File: src/rtl/fm_synth_pkg.sv
// fm_synth_pkg: shared types and helpers for the FM voice engine.
//   fm_state_e : slot sequencer states (idle, issue, wait, capture, done)
//   idx_w      : index width for a count of n items (never below 1)
//   sat_add    : signed add clamped to a w-bit two's-complement range
package fm_synth_pkg;

  typedef enum logic [2:0] {
    StIdle,
    StIssue,
    StWait,
    StCapture,
    StDone
  } fm_state_e;

  function automatic int unsigned idx_w(input int unsigned n);
    return (n > 1) ? $clog2(n) : 1;
  endfunction

  // Operands are pre-extended to 64 bits so the raw sum cannot overflow.
  function automatic logic signed [63:0] sat_add(input logic signed [63:0] a,
                                                 input logic signed [63:0] b,
                                                 input int unsigned w);
    logic signed [63:0] s, hi, lo;
    s  = a + b;
    hi = (64'sd1 <<< (w - 1)) - 64'sd1;
    lo = -(64'sd1 <<< (w - 1));
    if (s > hi) return hi;
    if (s < lo) return lo;
    return s;
  endfunction

endpackage

File: src/rtl/fm_phase_bank.sv
// fm_phase_bank: DEPTH x NUM_BITS phase accumulator array.
//   i_clk, i_rst_n : clock, asynchronous active-low reset (clears every entry)
//   i_idx          : entry addressed this cycle (read and write share it)
//   i_we, i_wdata  : write strobe and new accumulator value
//   o_rdata        : current value of entry i_idx (combinational read)
module fm_phase_bank #(
  parameter int unsigned DEPTH    = 32,
  parameter int unsigned NUM_BITS = 32,
  parameter int unsigned IDX_W    = 5
) (
  input  logic                i_clk,
  input  logic                i_rst_n,
  input  logic [IDX_W-1:0]    i_idx,
  input  logic                i_we,
  input  logic [NUM_BITS-1:0] i_wdata,
  output logic [NUM_BITS-1:0] o_rdata
);

  logic [NUM_BITS-1:0] r_acc [DEPTH];

  always_ff @(posedge i_clk or negedge i_rst_n) begin
    if (!i_rst_n) begin
      for (int i = 0; i < DEPTH; i++) r_acc[i] <= '0;
    end else if (i_we) begin
      r_acc[i_idx] <= i_wdata;
    end
  end

  assign o_rdata = r_acc[i_idx];

endmodule

File: src/rtl/fm_voice_engine.sv
// fm_voice_engine: time-multiplexed FM core, NUM_OPS chained operators per voice, NUM_CHANNELS
// voices per frame, one shared cos LUT, saturating sum of carriers to a single DAC word.
//   i_clk, i_rst_n       : clock, asynchronous active-low reset
//   i_frame_start        : pulse that starts a frame; o_overrun pulses if it arrives while busy
//   i_tuning, i_note_en  : per-(voice,op) tuning words, per-voice gate
//   i_mod_depth          : unsigned modulation index shared by all operators
//   o_lut_addr, o_lut_rd : LUT read request; i_lut_data returns LUT_LATENCY cycles later
//   o_sample_out         : frame sum, held; o_sample_valid pulses in the cycle it updates
//   o_busy               : high from accepted frame_start through the sample_valid cycle
// Build option FM_FEEDBACK_EN: adds i_fb_depth and per-voice self-feedback on the top operator.
module fm_voice_engine
  import fm_synth_pkg::*;
#(
  parameter int unsigned NUM_CHANNELS  = 16,
  parameter int unsigned NUM_OPS       = 2,
  parameter int unsigned NUM_BITS      = 32,
  parameter int unsigned LUT_ADDR_BITS = 15,
  parameter int unsigned SAMPLE_BITS   = 18,
  parameter int unsigned ACC_BITS      = 24,
  parameter int unsigned LUT_LATENCY   = 2,
  parameter int unsigned MOD_SHIFT     = 6
) (
  input  logic                                    i_clk,
  input  logic                                    i_rst_n,
  input  logic                                    i_frame_start,
  input  logic [NUM_CHANNELS*NUM_OPS*NUM_BITS-1:0] i_tuning,
  input  logic [NUM_CHANNELS-1:0]                 i_note_en,
  input  logic [7:0]                              i_mod_depth,
`ifdef FM_FEEDBACK_EN
  input  logic [2:0]                              i_fb_depth,
`endif
  output logic [LUT_ADDR_BITS-1:0]                o_lut_addr,
  output logic                                    o_lut_rd,
  input  logic signed [SAMPLE_BITS-1:0]           i_lut_data,
  output logic signed [ACC_BITS-1:0]              o_sample_out,
  output logic                                    o_sample_valid,
  output logic                                    o_busy,
  output logic                                    o_overrun
);

  localparam int unsigned NUM_SLOTS = NUM_CHANNELS * NUM_OPS;
  localparam int unsigned CH_W      = idx_w(NUM_CHANNELS);
  localparam int unsigned OP_W      = idx_w(NUM_OPS);
  localparam int unsigned SLOT_W    = idx_w(NUM_SLOTS);
  localparam int unsigned WAIT_W    = idx_w(LUT_LATENCY);
  localparam int unsigned TUN_W     = idx_w(NUM_SLOTS * NUM_BITS);

  fm_state_e r_state, w_state_next;

  logic [CH_W-1:0]               r_ch;
  logic [OP_W-1:0]               r_op;
  logic [WAIT_W-1:0]             r_wait;
  logic                          r_voice_en;
  logic signed [SAMPLE_BITS-1:0] r_op_out;
  logic signed [ACC_BITS-1:0]    r_sum;
  logic signed [ACC_BITS-1:0]    r_sample_out;

  logic [SLOT_W-1:0]             w_slot;
  logic [TUN_W-1:0]              w_tun_base;
  logic                          w_top_op, w_last_ch, w_last_slot, w_wait_done, w_voice_en;
  logic signed [SAMPLE_BITS-1:0] w_prev_out;
  logic signed [SAMPLE_BITS+8:0] w_prod;
  logic [NUM_BITS-1:0]           w_mod, w_acc_rd, w_acc_wdata;
  logic                          w_acc_we;
  logic signed [ACC_BITS-1:0]    w_sum_next;

  assign w_slot      = SLOT_W'(r_ch * NUM_OPS + r_op);
  assign w_tun_base  = TUN_W'(w_slot * NUM_BITS);
  assign w_top_op    = (r_op == OP_W'(NUM_OPS - 1));
  assign w_last_ch   = (r_ch == CH_W'(NUM_CHANNELS - 1));
  assign w_last_slot = w_last_ch && (r_op == '0);
  assign w_wait_done = (r_wait == WAIT_W'(LUT_LATENCY - 1));
  // Voice gate is sampled at the voice's first (top-op) slot and held for the rest of its ops.
  assign w_voice_en  = w_top_op ? i_note_en[r_ch] : r_voice_en;

`ifdef FM_FEEDBACK_EN
  logic signed [SAMPLE_BITS-1:0] r_fb [NUM_CHANNELS];
  logic signed [SAMPLE_BITS-1:0] w_fb_scaled;
  assign w_fb_scaled = (i_fb_depth == 3'd0) ? '0 : (r_fb[r_ch] >>> (3'd7 - i_fb_depth));
  assign w_prev_out  = w_top_op ? w_fb_scaled : r_op_out;
`else
  assign w_prev_out  = w_top_op ? '0 : r_op_out;
`endif

  // Signed sample times non-negative depth, sign-extended to the phase width, then shifted.
  assign w_prod      = w_prev_out * $signed({1'b0, i_mod_depth});
  assign w_mod       = NUM_BITS'(w_prod) << MOD_SHIFT;
  assign w_acc_wdata = w_voice_en ? (w_acc_rd + i_tuning[w_tun_base +: NUM_BITS]) : '0;
  assign w_sum_next  = ((r_op == '0) && r_voice_en)
                     ? ACC_BITS'(sat_add(64'(r_sum), 64'(r_op_out), ACC_BITS)) : r_sum;

  fm_phase_bank #(
    .DEPTH   (NUM_SLOTS),
    .NUM_BITS(NUM_BITS),
    .IDX_W   (SLOT_W)
  ) u_phase_bank (
    .i_clk  (i_clk),
    .i_rst_n(i_rst_n),
    .i_idx  (w_slot),
    .i_we   (w_acc_we),
    .i_wdata(w_acc_wdata),
    .o_rdata(w_acc_rd)
  );

  always_ff @(posedge i_clk or negedge i_rst_n) begin
    if (!i_rst_n) r_state <= StIdle;
    else          r_state <= w_state_next;
  end

  always_comb begin
    w_state_next   = r_state;
    o_lut_rd       = 1'b0;
    o_lut_addr     = '0;
    o_sample_valid = 1'b0;
    w_acc_we       = 1'b0;
    unique case (r_state)
      StIdle:    if (i_frame_start) w_state_next = StIssue;
      StIssue: begin
        o_lut_rd     = 1'b1;
        o_lut_addr   = LUT_ADDR_BITS'((w_acc_rd + w_mod) >> (NUM_BITS - LUT_ADDR_BITS));
        w_acc_we     = 1'b1;
        w_state_next = StWait;
      end
      StWait:    if (w_wait_done) w_state_next = StCapture;
      StCapture: w_state_next = w_last_slot ? StDone : StIssue;
      StDone: begin
        o_sample_valid = 1'b1;
        w_state_next   = StIdle;
      end
      default:   w_state_next = StIdle;
    endcase
  end

  assign o_busy       = (r_state != StIdle);
  assign o_overrun    = i_frame_start && o_busy;
  assign o_sample_out = r_sample_out;

  // LUT data is taken in the last wait cycle, exactly LUT_LATENCY cycles after the read.
  // The final sum lands in sample_out on entry to DONE so it is visible with sample_valid.
  always_ff @(posedge i_clk or negedge i_rst_n) begin
    if (!i_rst_n) begin
      r_ch         <= '0;
      r_op         <= OP_W'(NUM_OPS - 1);
      r_wait       <= '0;
      r_voice_en   <= 1'b0;
      r_op_out     <= '0;
      r_sum        <= '0;
      r_sample_out <= '0;
    end else begin
      case (r_state)
        StIssue: begin
          r_wait <= '0;
          if (w_top_op) r_voice_en <= i_note_en[r_ch];
        end
        StWait: begin
          r_wait <= r_wait + WAIT_W'(1);
          if (w_wait_done) r_op_out <= i_lut_data;
        end
        StCapture: begin
          if (w_last_slot) begin
            r_sample_out <= w_sum_next;
            r_sum        <= '0;
          end else begin
            r_sum <= w_sum_next;
          end
          if (r_op == '0) begin
            r_op <= OP_W'(NUM_OPS - 1);
            r_ch <= w_last_ch ? '0 : r_ch + CH_W'(1);
          end else begin
            r_op <= r_op - OP_W'(1);
          end
        end
        default: ;
      endcase
    end
  end

`ifdef FM_FEEDBACK_EN
  always_ff @(posedge i_clk or negedge i_rst_n) begin
    if (!i_rst_n) begin
      for (int i = 0; i < NUM_CHANNELS; i++) r_fb[i] <= '0;
    end else if ((r_state == StCapture) && w_top_op) begin
      r_fb[r_ch] <= r_voice_en ? r_op_out : '0;
    end
  end
`endif

endmodule

File: config.mk
export PLATFORM = sky130hd
export DESIGN_NAME = fm_voice_engine
export DESIGN_NICKNAME = d
export VERILOG_FILES = /design/src/rtl/fm_synth_pkg.sv /design/src/rtl/fm_phase_bank.sv /design/src/rtl/fm_voice_engine.sv
export SDC_FILE = /design/constraint.sdc
export NUM_CORES = 2
export LEC_CHECK = 0
export CORE_AREA = 2 2 431 433
export DETAILED_ROUTE_END_ITERATION = 12
export DIE_AREA = 0 0 433 435
export SYNTH_ARGS = -nofsm -noshare
export SYNTH_HDL_FRONTEND = slang
export SYNTH_HIERARCHICAL = 1
export SYNTH_SLANG_ARGS = --single-unit
File: constraint.sdc
create_clock -name i_clk -period 14 [get_ports i_clk]
set_input_delay 2.8 -clock i_clk [delete_from_list [all_inputs] [get_ports i_clk]]
set_output_delay 2.8 -clock i_clk [all_outputs]
set_load 0.05 [all_outputs]
# ---- Word level (Yosys, flattened, before mapping)
# Index checks and enable logic that the tools add are counted.
# Widths: inputs -> output; s select.
dict set report word_totals {
  out_inout_bits 43
  register_bits 1100
  in_bits 1069
}
dict set report op_classes {
  n_shift 1
  magnitude_cmp 5
  bitwise_logic 2
  muxes 30
  n_mul 1
  reduce_logical 11
  add_sub_neg 7
  n_eq_ne 7
}
# cell count
set op_table {}
lappend op_table {{$bwmux 1024} 1}
lappend op_table {{$shiftx 1024x11->32} 1}
lappend op_table {{$bmux 32 s5} 1}
lappend op_table {{$demux 32 s5} 1}
lappend op_table {{$mux 24} 6}
lappend op_table {{$mux 32} 4}
lappend op_table {{$add 32x32->32} 2}
lappend op_table {{$mul 18x9->26} 1}
lappend op_table {{$add 24x18->25} 1}
lappend op_table {{$gt 25x24->1 const B} 1}
lappend op_table {{$lt 25x24->1 const B} 1}
lappend op_table {{$mux 18} 1}
lappend op_table {{$mux 15} 1}
lappend op_table {{$pmux 3 s4} 1}
lappend op_table {{$mux 3} 3}
lappend op_table {{$mux 1} 8}
lappend op_table {{$reduce_and 2->1} 4}
lappend op_table {{$eq 3x2->1 const B} 2}
lappend op_table {{$ge 6x6->1 const B} 1}
lappend op_table {{$lt 6x1->1 const B} 1}
lappend op_table {{$not 5->6} 1}
lappend op_table {{$add 5x1->5} 1}
lappend op_table {{$lt 4x5->1 const B} 1}
lappend op_table {{$add 4x1->4 const B} 1}
lappend op_table {{other kinds (14)} 18}

# ---- Logic depth before layout (Yosys ltp)
dict set report depth {
  depth_word 8
  mapped_depth 34
}

# ---- Cells and area by module
# Netlist, hierarchy kept.
# mod seq_area_each_um2 n_inst area_per_inst_um2 cells_each
set modules_own_cells {}
lappend modules_own_cells {fm_phase_bank 25624.6 1 46390.7 3295}
lappend modules_own_cells {fm_voice_engine 1903.1 1 20188.1 1950}

# ---- Worst setup path after synthesis
# OpenSTA, ideal clock, no wires.
dict set report synth_timing {
  path_type {input port to output port}
  from {input i_mod_depth[0]}
  to {output o_lut_addr[12]}
  cell_stages 25
  path_slack_ns 1.581
  t_arrival_ns 9.619
  cell_sequence {clkbuf_1 > clkbuf_1 > nand2_1 > fa_1 > inv_1 > fa_1 > inv_1 > fa_1 > fa_1 > inv_1 > ha_1 > o21a_1 > o31a_1 > o221a_2 > o41a_1 > a21o_1 > a211oi_1 > nor2_1 > ha_1 > a21o_1 > a21o_1 > a41oi_1 > o2111a_1 > nor2_1 > o31ai_1}
}
dict set report synth_between {
  elab_chain_cells 3
}
# element line
set synth_rtl {}
lappend synth_rtl {{start: declaration} fm_voice_engine.sv:28} ;# input logic [7:0] i_mod_depth,
lappend synth_rtl {{$mul 18x9->26} fm_voice_engine.sv:86} ;# assign w_prod = w_prev_out * $signed({1'b0, i_mod_depth});
lappend synth_rtl {{$add 32x32->32} fm_voice_engine.sv:120} ;# o_lut_addr = LUT_ADDR_BITS'((w_acc_rd + w_mod) >> (NUM_BITS - LUT_ADDR_BITS));
lappend synth_rtl {{$mux 15} fm_voice_engine.sv:116} ;# unique case (r_state)
lappend synth_rtl {{end: declaration} fm_voice_engine.sv:32} ;# output logic [LUT_ADDR_BITS-1:0] o_lut_addr,
# Every way passes these cells.

# ---- Worst setup path in the final report
dict set report layout_timing {
  from {input i_mod_depth[2]}
  to {output o_lut_addr[9]}
}
# Same word-level chain as after synthesis.

==> run metrics <==
DIE HEIGHT=435 um; Die ar.=188400 um2; Final Setup Violations=0; buffers and inverters on the worst path=5; Hold WC Path Type=flop to flop; share of post-route cells with drive strength above 1=28.24%; largest net degree at the start of global routing=183; post-CTS sizing=0; Final Wtd Congestion=0.9779; core area=184000 um2; critical path capture point=o_lut_addr[9]; critical path's largest stage delay=1.04 ns; postcts setup bufs=0; instance count on the critical path=23; Area Growth Syn to Fin=27.40%; Async S/R FF share, synth=100.0%; register area share after synthesis=41.35%; Max Cap Violations=0; worst endpoint data arrival time=10.30 ns; TritonCTS clock tree=yes; drt first pass iters=6; routed wire length=333200 um; number of clock buffers inserted by TritonCTS=120; FF-to-FF setup slack=4.95 ns; Synth Flop Type=dfrtp_1; fmax=76.35 MHz; most numerous cell on the critical path=fa_1; number of flops mapped to enable cells by yosys=0; Syn Nets=6559; leakage=38.66 nW; critical path launch point type=input port; clock-pin slew on the worst setup and hold paths=0.06 ns; io pins=1112; Tcrit/Tclk final=93.56%; Final TNS setup=0 ns; Root Buffer=clkbuf_16; Post-DP HPWL=256600 um; first-pass GRT wire length=444100 um; Iter 0 DRT Violations=5295; clk buf depth=3; Residual DRC=0; kind of critical path=input port to primary output; P per Cell Area=245.2 nW/um2; Initial Util=36.17%; final worst setup slack=0.9018 ns; vias in the first global route=50950; CP max-delay cell=clkdlybuf4s50_1; vias=51910; Synth area leaders=dfrtp_1 (41%), mux2_2 (17%), mux4_2 (11%); top cell family by delay on the critical path=compound AO/OA/AOI/OAI gates; FF-to-FF path depth=21; global route overflow=0; gr usage total=34.61%; gate count of the mapped netlist=5245; Crit. Startpoint=i_mod_depth[2]; YS warnings=6; NumNets Final=7487; Critical Path RT=11.20 ns; crit-path max FO=18; CTS H-tree lvls=3; crit path time final=13.10 ns; Post-DRT Antenna Nets=0; synthesis-stage register bit count=1100; worst skew pair latency=0.81 ns; post-synthesis cell type count=93; hold path cells=1; Synth top area share=41.31%; dpl ws=0.9905 ns; cell taking the most area after synthesis=dfrtp_1; antenna violations before repair=144; Synth Cell Area=66580 um2; Crit Reg-Reg Endpoint=u_phase_bank/r_acc[510]; RSZ-0062 raised after global routing=no; reg2reg start=r_op; clock sink count=1100; Tightest Pin Transition=1.437 ns; Avg Inst Size Synth=12.69 um2; kind of end point of the critical path=primary output; fin. max-slew vios=0; Hold Buf Count CTS=0; status=finished, final reports clean; VDD IR-drop max=0.2382 mV; Die Wd=433 um; vias per inst=5.841; cell row count=158; critical path cell sequence=clkdlybuf4s50_1 > nand2_1 > fa_1 > inv_1 > fa_1 > inv_1 > fa_1 > fa_1 > inv_1 > ha_1 > o21a_1 > o31a_1 > o221a_2 > o41a_1 > xor2_1 > ha_1 > nand4_1 > o31ai_1 > a41oi_1 > nor2b_1 > o21ai_0 > a211oi_1 > buf_12; Avg WL per Cell=37.49 um; IO buf count=1111; Final Hold Vio Count=0; Layout Skew=0.08340 ns; Slew HR=3.293%
-- worst min path at each step --
stage / startpoint / end
after floorplan: u_phase_bank/r_acc[198] / u_phase_bank/r_acc[198]
after global placement: u_phase_bank/r_acc[638] / u_phase_bank/r_acc[638]
after detailed placement: u_phase_bank/r_acc[332] / u_phase_bank/r_acc[332]
after CTS: u_phase_bank/r_acc[630] / u_phase_bank/r_acc[630]
after global routing: u_phase_bank/r_acc[482] / u_phase_bank/r_acc[482]
final: u_phase_bank/r_acc[332] / u_phase_bank/r_acc[332]
-- cell families after synthesis --
| logic type | share of synthesized area [%] |
|---|---|
| and+or+nand+nor | 5.523 |
| buffers and inverters | 4.050 |
| DFF | 41.35 |
| adders and majority gates | 6.100 |
| muxes | 36.38 |
| xor gates and xnor gates | 0.9979 |
| AOI/OAI and AO/OA | 5.602 |
-- flip-flops by register name, summed over array words and instances, names as in the netlist --
signal,count
r_wait,1
r_op,1
r_voice_en,1
u_phase_bank/r_acc,1024
r_state,3
o_sample_out,24
r_sum,24
r_op_out,18
r_ch,4
-- metrics by stage --
stage / hold slack (ns) / area [um2] / instances / util, % / total power, mW
after floorplan: 0.4574 / 66580 / 5245 / - / 12.65
after global placement: 0.4663 / 80350 / 8531 / 43.66 / 17.10
after detailed placement: 0.4740 / 80350 / 8531 / 43.66 / 17.28
after CTS: 0.4866 / 84480 / 8754 / 45.90 / 20.61
after global routing: 0.4990 / 84720 / 8847 / 46.03 / 21.81
final: 0.4843 / 84820 / 8888 / 46.08 / 20.80
-- cells in the mapped netlist, types with 12 or more instances --
master       n
dfrtp_1   1099
mux2_2     992
mux2i_1    513
mux4_2     325
nand2_1    278
o22ai_1    259
clkbuf_1   233
inv_1      179
buf_2      167
ha_1       131
fa_1       114
a21oi_1     98
nor2_1      96
and2_1      77
nor4_1      65
o21ai_0     56
mux2_1      53
xnor2_1     46
a21o_1      40
buf_4       31
nand3_1     31
nor2b_1     31
nor3_1      29
xor2_1      28
and3_1      25
a211oi_1    19
o21ai_1     16
o21a_1      15
nor2_2      13
o211ai_1    12
-- routing by layer --
metal  routed length, um  GRT usage [%]
met1              139700          47.20
met2              149100          52.32
met3               26150          7.018
met4               18030          17.02
met5                 200              0
-- power breakdown --
part           switching (mW)  internal [mW]
Clock                    1.41           1.88
Combinational            7.97           5.08
Sequential              0.581           3.87
Total                    9.96           10.8
-- final cells by class --
cell class	instances	area [um2]
sequential	1100	27540
antenna	134	335.3
clock inverter	46	573.1
tap	2480	3103
timing repair buffer	1251	12350
fill	16790	99230
inverter	180	675.6
clock buffer	177	3557
multi-input combinational	3520	36680
-- cells in the final DEF (no fill, tap or decap), types with 25 or more instances in the layout --
cell type        Yosys  layout
nor2b_1             31      31
xor2_1              28      28
diode_2              0     134
mux4_2             325     325
and2_1              77      77
nand2_1            278     266
clkbuf_16            0     120
dfrtp_1           1099    1095
and3_1              25      25
nand3_1             31      27
mux2_1              53      53
mux2i_1            513     513
a21o_1              40      40
o21ai_0             56      56
nor2_1              96      95
buf_4               31     135
fa_1               114     114
a21oi_1             98      95
clkdlybuf4s50_1      0    1099
mux2_2             992     992
o22ai_1            259     259
ha_1               131     131
inv_1              179     179
xnor2_1             46      46
clkbuf_8             0      34
nor4_1              65      61
(Power assumes the default switching activity.)
